<file path="config.mk">
export PLATFORM = sky130hd
export DESIGN_NAME = sisc_ctrl_flat
export DESIGN_NICKNAME = d
export VERILOG_FILES = /design/src/rtl/sisc_ctrl_if.sv /design/src/rtl/sisc_ctrl.sv /design/src/flat_wrapper.sv
export SDC_FILE = /design/constraint.sdc
export NUM_CORES = 1
export LEC_CHECK = 0
export BUFFER_PORTS_ARGS = -buffer_cell sky130_fd_sc_hd__buf_2
export CAP_MARGIN = 20
export CORE_AREA = 2 2 39 41
export CTS_CLUSTER_DIAMETER = 50
export DETAILED_ROUTE_END_ITERATION = 7
export DIE_AREA = 0 0 41 43
export HOLD_SLACK_MARGIN = 0.1
export SLEW_MARGIN = 20
export SYNTH_ARGS = -nofsm -noshare
export SYNTH_HDL_FRONTEND = slang
export SYNTH_SLANG_ARGS = --single-unit
</file>
<file path="constraint.sdc">
create_clock -name CLK -period 1 [get_ports CLK]
set_input_delay 0 -clock CLK [delete_from_list [all_inputs] [get_ports CLK]]
set_output_delay 0 -clock CLK [all_outputs]
set_load 0.01 [all_outputs]
</file>
<file path="src/rtl/sisc_ctrl_if.sv">
// Control bundle between the SISC datapath (master) and the sisc_ctrl sequencer (slave).
interface sisc_ctrl_if;
  logic [3:0] OPCODE;
  logic [3:0] MM;
  logic [3:0] STAT;
  logic       RF_WE;
  logic [1:0] ALU_OP;
  logic       WB_SEL;
  logic       RD_SEL;
  logic       STAT_EN;
  logic       IR_LOAD;
  logic       PC_WRITE;
  logic       PC_SEL;
  logic       BR_SEL;
  logic       PC_RST;
  logic       HALTED;

  modport master (
    output OPCODE, MM, STAT,
    input  RF_WE, ALU_OP, WB_SEL, RD_SEL, STAT_EN, IR_LOAD,
           PC_WRITE, PC_SEL, BR_SEL, PC_RST, HALTED
  );

  modport slave (
    input  OPCODE, MM, STAT,
    output RF_WE, ALU_OP, WB_SEL, RD_SEL, STAT_EN, IR_LOAD,
           PC_WRITE, PC_SEL, BR_SEL, PC_RST, HALTED
  );
endinterface

</file>
<file path="src/rtl/sisc_ctrl.sv">
// SISC multi-cycle control unit: FETCH/DECODE/EXECUTE/MEM/WRITEBACK sequencer.
// Define SISC_BRANCH_EN to enable BRA (4'h2) / BRR (4'h3) evaluation in DECODE.
module sisc_ctrl #(
  parameter logic [3:0]  ALU_OPC  = 4'h8,
  parameter logic [3:0]  HALT_OPC = 4'hF,
  parameter int unsigned IMM_BIT  = 3
) (
  input  logic      CLK,
  input  logic      RST_F,
  sisc_ctrl_if.slave bus
);

  typedef enum logic [2:0] {
    S_START,
    S_FETCH,
    S_DECODE,
    S_EXECUTE,
    S_MEM,
    S_WRITEBACK,
    S_HALT
  } state_t;

  state_t r_state;
  state_t w_next;

  logic w_alu;
  logic w_imm;
  logic w_branch;
  logic w_taken;
  logic w_abs;

  assign w_alu = (bus.OPCODE == ALU_OPC);
  assign w_imm = bus.MM[IMM_BIT];

`ifdef SISC_BRANCH_EN
  assign w_branch = (bus.OPCODE == 4'h2) || (bus.OPCODE == 4'h3);
  assign w_taken  = |(bus.STAT & bus.MM);
  assign w_abs    = (bus.OPCODE == 4'h2);
`else
  logic w_unused_br;
  assign w_unused_br = ^{bus.STAT, bus.MM};
  assign w_branch    = 1'b0;
  assign w_taken     = 1'b0;
  assign w_abs       = 1'b0;
`endif

  always_ff @(posedge CLK or negedge RST_F) begin
    if (!RST_F) r_state <= S_START;
    else        r_state <= w_next;
  end

  always_comb begin
    w_next       = r_state;
    bus.RF_WE    = 1'b0;
    bus.ALU_OP   = 2'b00;
    bus.WB_SEL   = 1'b0;
    bus.RD_SEL   = 1'b0;
    bus.STAT_EN  = 1'b0;
    bus.IR_LOAD  = 1'b0;
    bus.PC_WRITE = 1'b0;
    bus.PC_SEL   = 1'b0;
    bus.BR_SEL   = 1'b0;
    bus.PC_RST   = 1'b0;
    bus.HALTED   = 1'b0;
    case (r_state)
      S_START: begin
        bus.PC_RST = 1'b1;
        w_next     = S_FETCH;
      end
      S_FETCH: begin
        bus.IR_LOAD  = 1'b1;
        bus.PC_WRITE = 1'b1;
        w_next       = S_DECODE;
      end
      S_DECODE: begin
        // PC_SEL/BR_SEL stay 0 unless the branch build recognises the opcode
        if (w_branch) begin
          bus.PC_SEL   = 1'b1;
          bus.PC_WRITE = w_taken;
          bus.BR_SEL   = w_abs;
          bus.ALU_OP   = 2'b10;
        end
        w_next = (bus.OPCODE == HALT_OPC) ? S_HALT : S_EXECUTE;
      end
      S_EXECUTE: begin
        if (w_alu) begin
          bus.ALU_OP  = w_imm ? 2'b01 : 2'b00;
          bus.STAT_EN = 1'b1;
        end
        w_next = S_MEM;
      end
      S_MEM: begin
        if (w_alu) bus.ALU_OP = w_imm ? 2'b01 : 2'b00;
        w_next = S_WRITEBACK;
      end
      S_WRITEBACK: begin
        if (w_alu) begin
          bus.ALU_OP = w_imm ? 2'b01 : 2'b00;
          bus.RF_WE  = 1'b1;
        end
        w_next = S_FETCH;
      end
      S_HALT: begin
        bus.HALTED = 1'b1;
        w_next     = S_HALT;
      end
      default: w_next = S_START;
    endcase
  end

endmodule

</file>
<file path="src/flat_wrapper.sv">
// flat-port wrapper written by rule: the top's interface ports become plain ports
module sisc_ctrl_flat 
#(
  parameter logic [3:0]  ALU_OPC  = 4'h8,
  parameter logic [3:0]  HALT_OPC = 4'hF,
  parameter int unsigned IMM_BIT  = 3
)
  (CLK, RST_F, bus_OPCODE, bus_MM, bus_STAT, bus_RF_WE, bus_ALU_OP, bus_WB_SEL, bus_RD_SEL, bus_STAT_EN, bus_IR_LOAD, bus_PC_WRITE, bus_PC_SEL, bus_BR_SEL, bus_PC_RST, bus_HALTED);
  sisc_ctrl_if bus_i ();
  input  logic CLK;
  input  logic RST_F;
  input wire logic [$bits(bus_i.OPCODE)-1:0] bus_OPCODE;
  input wire logic [$bits(bus_i.MM)-1:0] bus_MM;
  input wire logic [$bits(bus_i.STAT)-1:0] bus_STAT;
  output wire logic [$bits(bus_i.RF_WE)-1:0] bus_RF_WE;
  output wire logic [$bits(bus_i.ALU_OP)-1:0] bus_ALU_OP;
  output wire logic [$bits(bus_i.WB_SEL)-1:0] bus_WB_SEL;
  output wire logic [$bits(bus_i.RD_SEL)-1:0] bus_RD_SEL;
  output wire logic [$bits(bus_i.STAT_EN)-1:0] bus_STAT_EN;
  output wire logic [$bits(bus_i.IR_LOAD)-1:0] bus_IR_LOAD;
  output wire logic [$bits(bus_i.PC_WRITE)-1:0] bus_PC_WRITE;
  output wire logic [$bits(bus_i.PC_SEL)-1:0] bus_PC_SEL;
  output wire logic [$bits(bus_i.BR_SEL)-1:0] bus_BR_SEL;
  output wire logic [$bits(bus_i.PC_RST)-1:0] bus_PC_RST;
  output wire logic [$bits(bus_i.HALTED)-1:0] bus_HALTED;
  assign bus_i.OPCODE = bus_OPCODE;
  assign bus_i.MM = bus_MM;
  assign bus_i.STAT = bus_STAT;
  assign bus_RF_WE = bus_i.RF_WE;
  assign bus_ALU_OP = bus_i.ALU_OP;
  assign bus_WB_SEL = bus_i.WB_SEL;
  assign bus_RD_SEL = bus_i.RD_SEL;
  assign bus_STAT_EN = bus_i.STAT_EN;
  assign bus_IR_LOAD = bus_i.IR_LOAD;
  assign bus_PC_WRITE = bus_i.PC_WRITE;
  assign bus_PC_SEL = bus_i.PC_SEL;
  assign bus_BR_SEL = bus_i.BR_SEL;
  assign bus_PC_RST = bus_i.PC_RST;
  assign bus_HALTED = bus_i.HALTED;
  sisc_ctrl #(.ALU_OPC(ALU_OPC), .HALT_OPC(HALT_OPC), .IMM_BIT(IMM_BIT)) u_core (.CLK(CLK), .RST_F(RST_F), .bus(bus_i));
endmodule
</file>
==> results.cfg, run 1 <==
[cells_and_area]
final_nets = 66
drive_gt1_share_pct = 60.8
final_common_cell = buf_2
top_register = u_core.r_state
final_cell_mix = 10 x buf_2, 5 x conb_1, 4 x buf_6, 4 x buf_4
syn_to_final_growth_pct = 78.3
reg_top3 = u_core.r_state: 3 flops
final_cells = 67
largest_reg_flops = 3
nFillCells = 145
stdcell_area_sq_um = 453
antennaDiodeCount = 0

[logic_synthesis]
ys_ff_latch = 3
ys_warn_count = 0
synth_area_sq_um = 254
yosysUniqueCellTypes = 18
seq_area_frac_synth_pct = 29.6
syn_inst = 28
syn_avg_cell_area_sq_um = 9.07

[critical_path]
start_kind = register
cp_data_required_time_ps = 1000
cpMaxStageDelayCell = dfrtp_2
slowest_delay_ps = 430
crit_path_end_kind = primary output
crit_type = reg -> out
worstPathMaxFanout = 6
critical_path_arrival_ps = 1160
crit_chain = and3b_1, o211a_1, buf_2

[global_routing]
grt.overflow.total = 0
grt_max_degree = 8
antenna_found_initial = 0
grt_pass1_vias = 234
grt_pass1_wl_um = 890
globalRouteTotalUtil_pct = 8.46

[routing]
routedWlPerCell_um = 8.72
via_count = 276
dr.first_iter.drc_count = 8
antenna_left = 0
viasPerCell = 4.12
dr.pass1.iters = 3
routed_wl_um = 584
drc_errors = 0

[outcome]
violations = negative setup slack
status = complete, but fails checks

[clock_tree]
cts_max_level = 1
cts_max_path_buffers = 2
clockRootBuffer = clkbuf_4
cts_sinks = 3
insertion_delay_ps = 230
cts.clk_slew.worst_paths_ps = 40
cts_inserted_buffers = 3
cts_tree = built

[pwr]
ir_worst_vdd_mv = 1.23
power_density_nw_per_um2 = 2760
p_leak_uw = 0.000243

[die]
start_util_pct = 18.4
die_y_um = 43
row_count = 14
core_area_sq_um = 1380
die-area_sq_um = 1760
die_w_um = 41
pin_count = 26

[timing]
fin_crit_ps = 1160
max_freq_ghz = 0.860
tns_ps = -657
slew_violations = 0
finalSetupViolCount = 7
hold_viol_final = 0
setup_slack_ps = -163
finClkSkew_ps = 0.561
rsz0062_at_grt = true
hold_ws_ps = 111
min_period_over_period_pct = 116

[placement]
dpl.hpwl_um = 380
dpl-instance-area_sq_um = 309
portBuffers = 13
placedCellCount = 55
place_ws_ps = 5.56
gp_congestion = 0.729

[min_path]
hp-class = in -> reg

[flow_run]
drv_cap = 0
-- where the power goes --
| group | switching (uW) | internal, uW | leakage [uW] |
|---|---|---|---|
| Sequential | 68.2 | 197 | 0.0000327 |
| Clock | 62.2 | 150 | 0.0000150 |
| Combinational | 330 | 443 | 0.000195 |
| Total | 461 | 790 | 0.000243 |
-- through the flow --
step                      utilization, %  power (uW)
after floorplan                        -         586
after global placement              22.3         674
after detailed placement            22.3         683
after CTS                           30.0        1090
after global routing                32.7        1350
final                               32.7        1250
-- routing by layer --
| metal | vias to the layer above | GRT usage, % | share of wire (%) |
|---|---|---|---|
| met5 | - | 0 | 0 |
| met4 | 0 | 14.0 | 4.6 |
| met3 | 2 | 1.57 | 6.7 |
| met2 | 11 | 9.69 | 47 |
| met1 | 128 | 9.42 | 41 |
| li1 | 135 | - | - |
-- synth_stat cells --
cell type	count	area, sq um
a211oi_1	1	7.51
a22o_1	1	8.76
and2_2	2	15.0
and3_1	1	6.26
and3b_1	1	8.76
buf_4	6	45.0
conb_1	1	3.75
dfrtp_1	3	75.1
inv_1	1	3.75
mux2i_1	1	10.0
nand2b_2	1	8.76
nand4_1	1	6.26
nor2_1	3	11.3
nor2b_1	1	6.26
nor3_1	1	5.00
nor3b_1	1	7.51
nor4b_2	1	15.0
o211a_1	1	10.0
-- layout make-up --
| class | count | area [sq um] | area share [%] |
|---|---|---|---|
| inverter | 1 | 3.75 | 0.829 |
| multi-input combinational | 22 | 169 | 37.3 |
| sequential | 3 | 78.8 | 17.4 |
| timing repair buffer | 21 | 155 | 34.3 |
| tap | 16 | 20.0 | 4.42 |
| clock buffer | 4 | 26.3 | 5.80 |
-- path summary, 6_finish.rpt --
check                      cells past startpoint           endpoint  slack, ps               from
max                                            3      bus_ALU_OP[0]       -160  u_core.r_state[1]
min                                            3  u_core.r_state[2]        110      bus_OPCODE[3]
max reg2reg                                    3  u_core.r_state[2]         60  u_core.r_state[0]
min reg2reg                                    2  u_core.r_state[1]        620  u_core.r_state[0]
max in group asynchronous                      3  u_core.r_state[1]        200              RST_F
min in group asynchronous                      3  u_core.r_state[0]        640              RST_F
-- worst max-delay path, delay by kind of cell, from the launching register on --
| family | cells | cell delay (ps) |
|---|---|---|
| AO/OA/AOI/OAI | 1 | 190 |
| flip-flops | 1 | 430 |
| AND/OR/NAND/NOR | 1 | 180 |
| buffers and inverters | 1 | 130 |
-- cell families (layout without fill, tap and decap cells) --
family	count (synthesis)	after routing	synth area share, %
AO/OA/AOI/OAI	3	3	10.3
buffers and inverters	7	26	19.2
flip-flops	3	3	29.6
multiplexers	1	1	3.94
other	1	5	1.48
AND/OR/NAND/NOR	13	13	35.5
-- what timing repair did --
item,in CTS,in global routing
setup endpoints to repair,7,9
buffers inserted,4,1
resized for setup,5,8
hold buffers,3,0
pin swaps,2,0
endpoints found under the hold margin,4,0
No activity file was read; power rests on OpenSTA's default activity.
==> run 2: changes to the inputs <==
Settings changed: CTS_BUF_LIST from default to sky130_fd_sc_hd__clkbuf_4.
Clock period 1 ns to 1.3 ns, I/O delays scaled along.
==> run 2 against run 1 <==
- via count shrank 11%
- core utilization shrank 6.0 points
- non-clock buffer count shrank 5
- count of clock-buffer cells in the layout is the same
- the run now ends clean
- design area shrank 18%
- die area is the same
- sequential power shrank 14%
- flip-flop and latch count is the same
- sequential share of layout area grew 3.2 points
- highest routed layer unchanged
- global-route usage shrank 0.81 points
- register-to-register slack gained 260 ps
==> results.cfg, run 2 (same netlist as run 1, synthesis figures left out) <==
[timing]
hold_viol_final = 0
tns_ps = 0
finClkSkew_ps = 0.615
rsz0062_at_grt = false
finalSetupViolCount = 0
slew_violations = 0
max_freq_ghz = 0.815
fin_crit_ps = 1230
min_period_over_period_pct = 94.3
setup_slack_ps = 73.5

[routing]
routedWlPerCell_um = 8.44
dr.first_iter.drc_count = 3
antenna_left = 0
routed_wl_um = 523
dr.pass1.iters = 3
viasPerCell = 3.95
drc_errors = 0
via_count = 245

[die]
die_y_um = 43
die-area_sq_um = 1760
start_util_pct = 18.4
die_w_um = 41
row_count = 14
pin_count = 26
core_area_sq_um = 1380

[cells_and_area]
syn_to_final_growth_pct = 45.8
final_util_pct = 26.8
largest_reg_flops = 3
final_cell_mix = 13 x buf_2, 5 x conb_1, 4 x clkbuf_4, 3 x nor2_1, 3 x dlygate4sd3_1
reg_top3 = u_core.r_state: 3 flops
stdcell_area_sq_um = 370
final_nets = 61
top_register = u_core.r_state
final_common_cell = buf_2
drive_gt1_share_pct = 47.8
antennaDiodeCount = 0

[min_path]
holdPathStages = 3
hold_end = u_core.r_state[2]
min_from = bus_OPCODE[3]
hp-class = in -> reg

[critical_path]
r2r-end = u_core.r_state[0]
worstRegToRegCells = 2
rrSetupSlack_ps = 320
critical_path_arrival_ps = 1230
start_kind = register
crit_type = reg -> out
worstPathMaxFanout = 8
r2r_start = u_core.r_state[2]
cp_data_required_time_ps = 1300
crit_path_end_kind = primary output

[clock_tree]
cts_max_level = 1
cts_sinks = 3
cts_max_path_buffers = 2
cts_tree = built
clockRootBuffer = clkbuf_4
cts.clk_slew.worst_paths_ps = 40
cts_inserted_buffers = 3
post_cts_buffers = 0
insertion_delay_ps = 230

[global_routing]
grt_max_degree = 9
grt.overflow.total = 0
grt_pass1_wl_um = 772
grt_pass1_vias = 206
antenna_found_initial = 0
globalRouteTotalUtil_pct = 7.65

[placement]
portBuffers = 13
dpl.hpwl_um = 380
place_ws_ps = 306
gp_congestion = 0.729
dpl-instance-area_sq_um = 309

[outcome]
status = complete, no violations

[flow_run]
drv_cap = 0

[pwr]
power_density_nw_per_um2 = 1930
p_leak_uw = 0.000211
ir_worst_vdd_mv = 0.638
total_power_uw = 716
## run 2: worst max-delay path, cell delays in order, from the launching register on
cell and delay (ps):
dfrtp_1 450, and3b_1 210, o211a_1 210, buf_2 130
## run 2: metrics by stage
step | hold WS (ps) | std cells
detailed placement | -202 | 55
finish | 104 | 62
CTS | 101 | 62
floorplan | -296 | 32
global placement | -205 | 55
global route | 116 | 62
## run 2: power by group
| group | leakage [uW] | internal [uW] | switching [uW] | total, uW |
|---|---|---|---|---|
| registers | 0.0000347 | 146 | 80.8 | 227 |
| clock network | 0.0000184 | 136 | 47.8 | 184 |
| logic | 0.000158 | 158 | 147 | 306 |
## run 2: how the worst max path moves through the flow
stage                 startpoint                end  slack [ps]  cells after the start
3_5_place_dp   u_core.r_state[2]  u_core.r_state[0]         310                      2
4_1_cts        u_core.r_state[0]      bus_ALU_OP[0]          60                      3
2_1_floorplan  u_core.r_state[2]       bus_PC_WRITE         340                      3
5_1_grt        u_core.r_state[0]      bus_ALU_OP[0]         0.9                      3
3_3_place_gp   u_core.r_state[0]      bus_ALU_OP[0]         320                      3
6_report       u_core.r_state[0]      bus_ALU_OP[0]          70                      3
## run 2: cell type report
type	instances	area (sq um)
clock buffers	4	30.0
repair buffers	16	95.1
multi-input cells	22	145
fillers	156	1010
well taps	16	20.0
inverters	1	3.75
flip-flops and latches	3	76.3
## run 2: layer usage
| metal | global-route usage, % | vias up | part of all wire (%) |
|---|---|---|---|
| li1 | - | 122 | - |
| met1 | 7.79 | 110 | 42 |
| met2 | 8.75 | 11 | 46 |
| met3 | 1.57 | 2 | 6.9 |
| met4 | 14.0 | 0 | 5.2 |
| met5 | 0 | - | 0 |
## run 2: what timing repair did
item                       in CTS  in global routing
gates resized for setup         0                  1
setup endpoints to repair       0                  1
hold buffers                    3                  0
hold endpoints to repair        4                  0
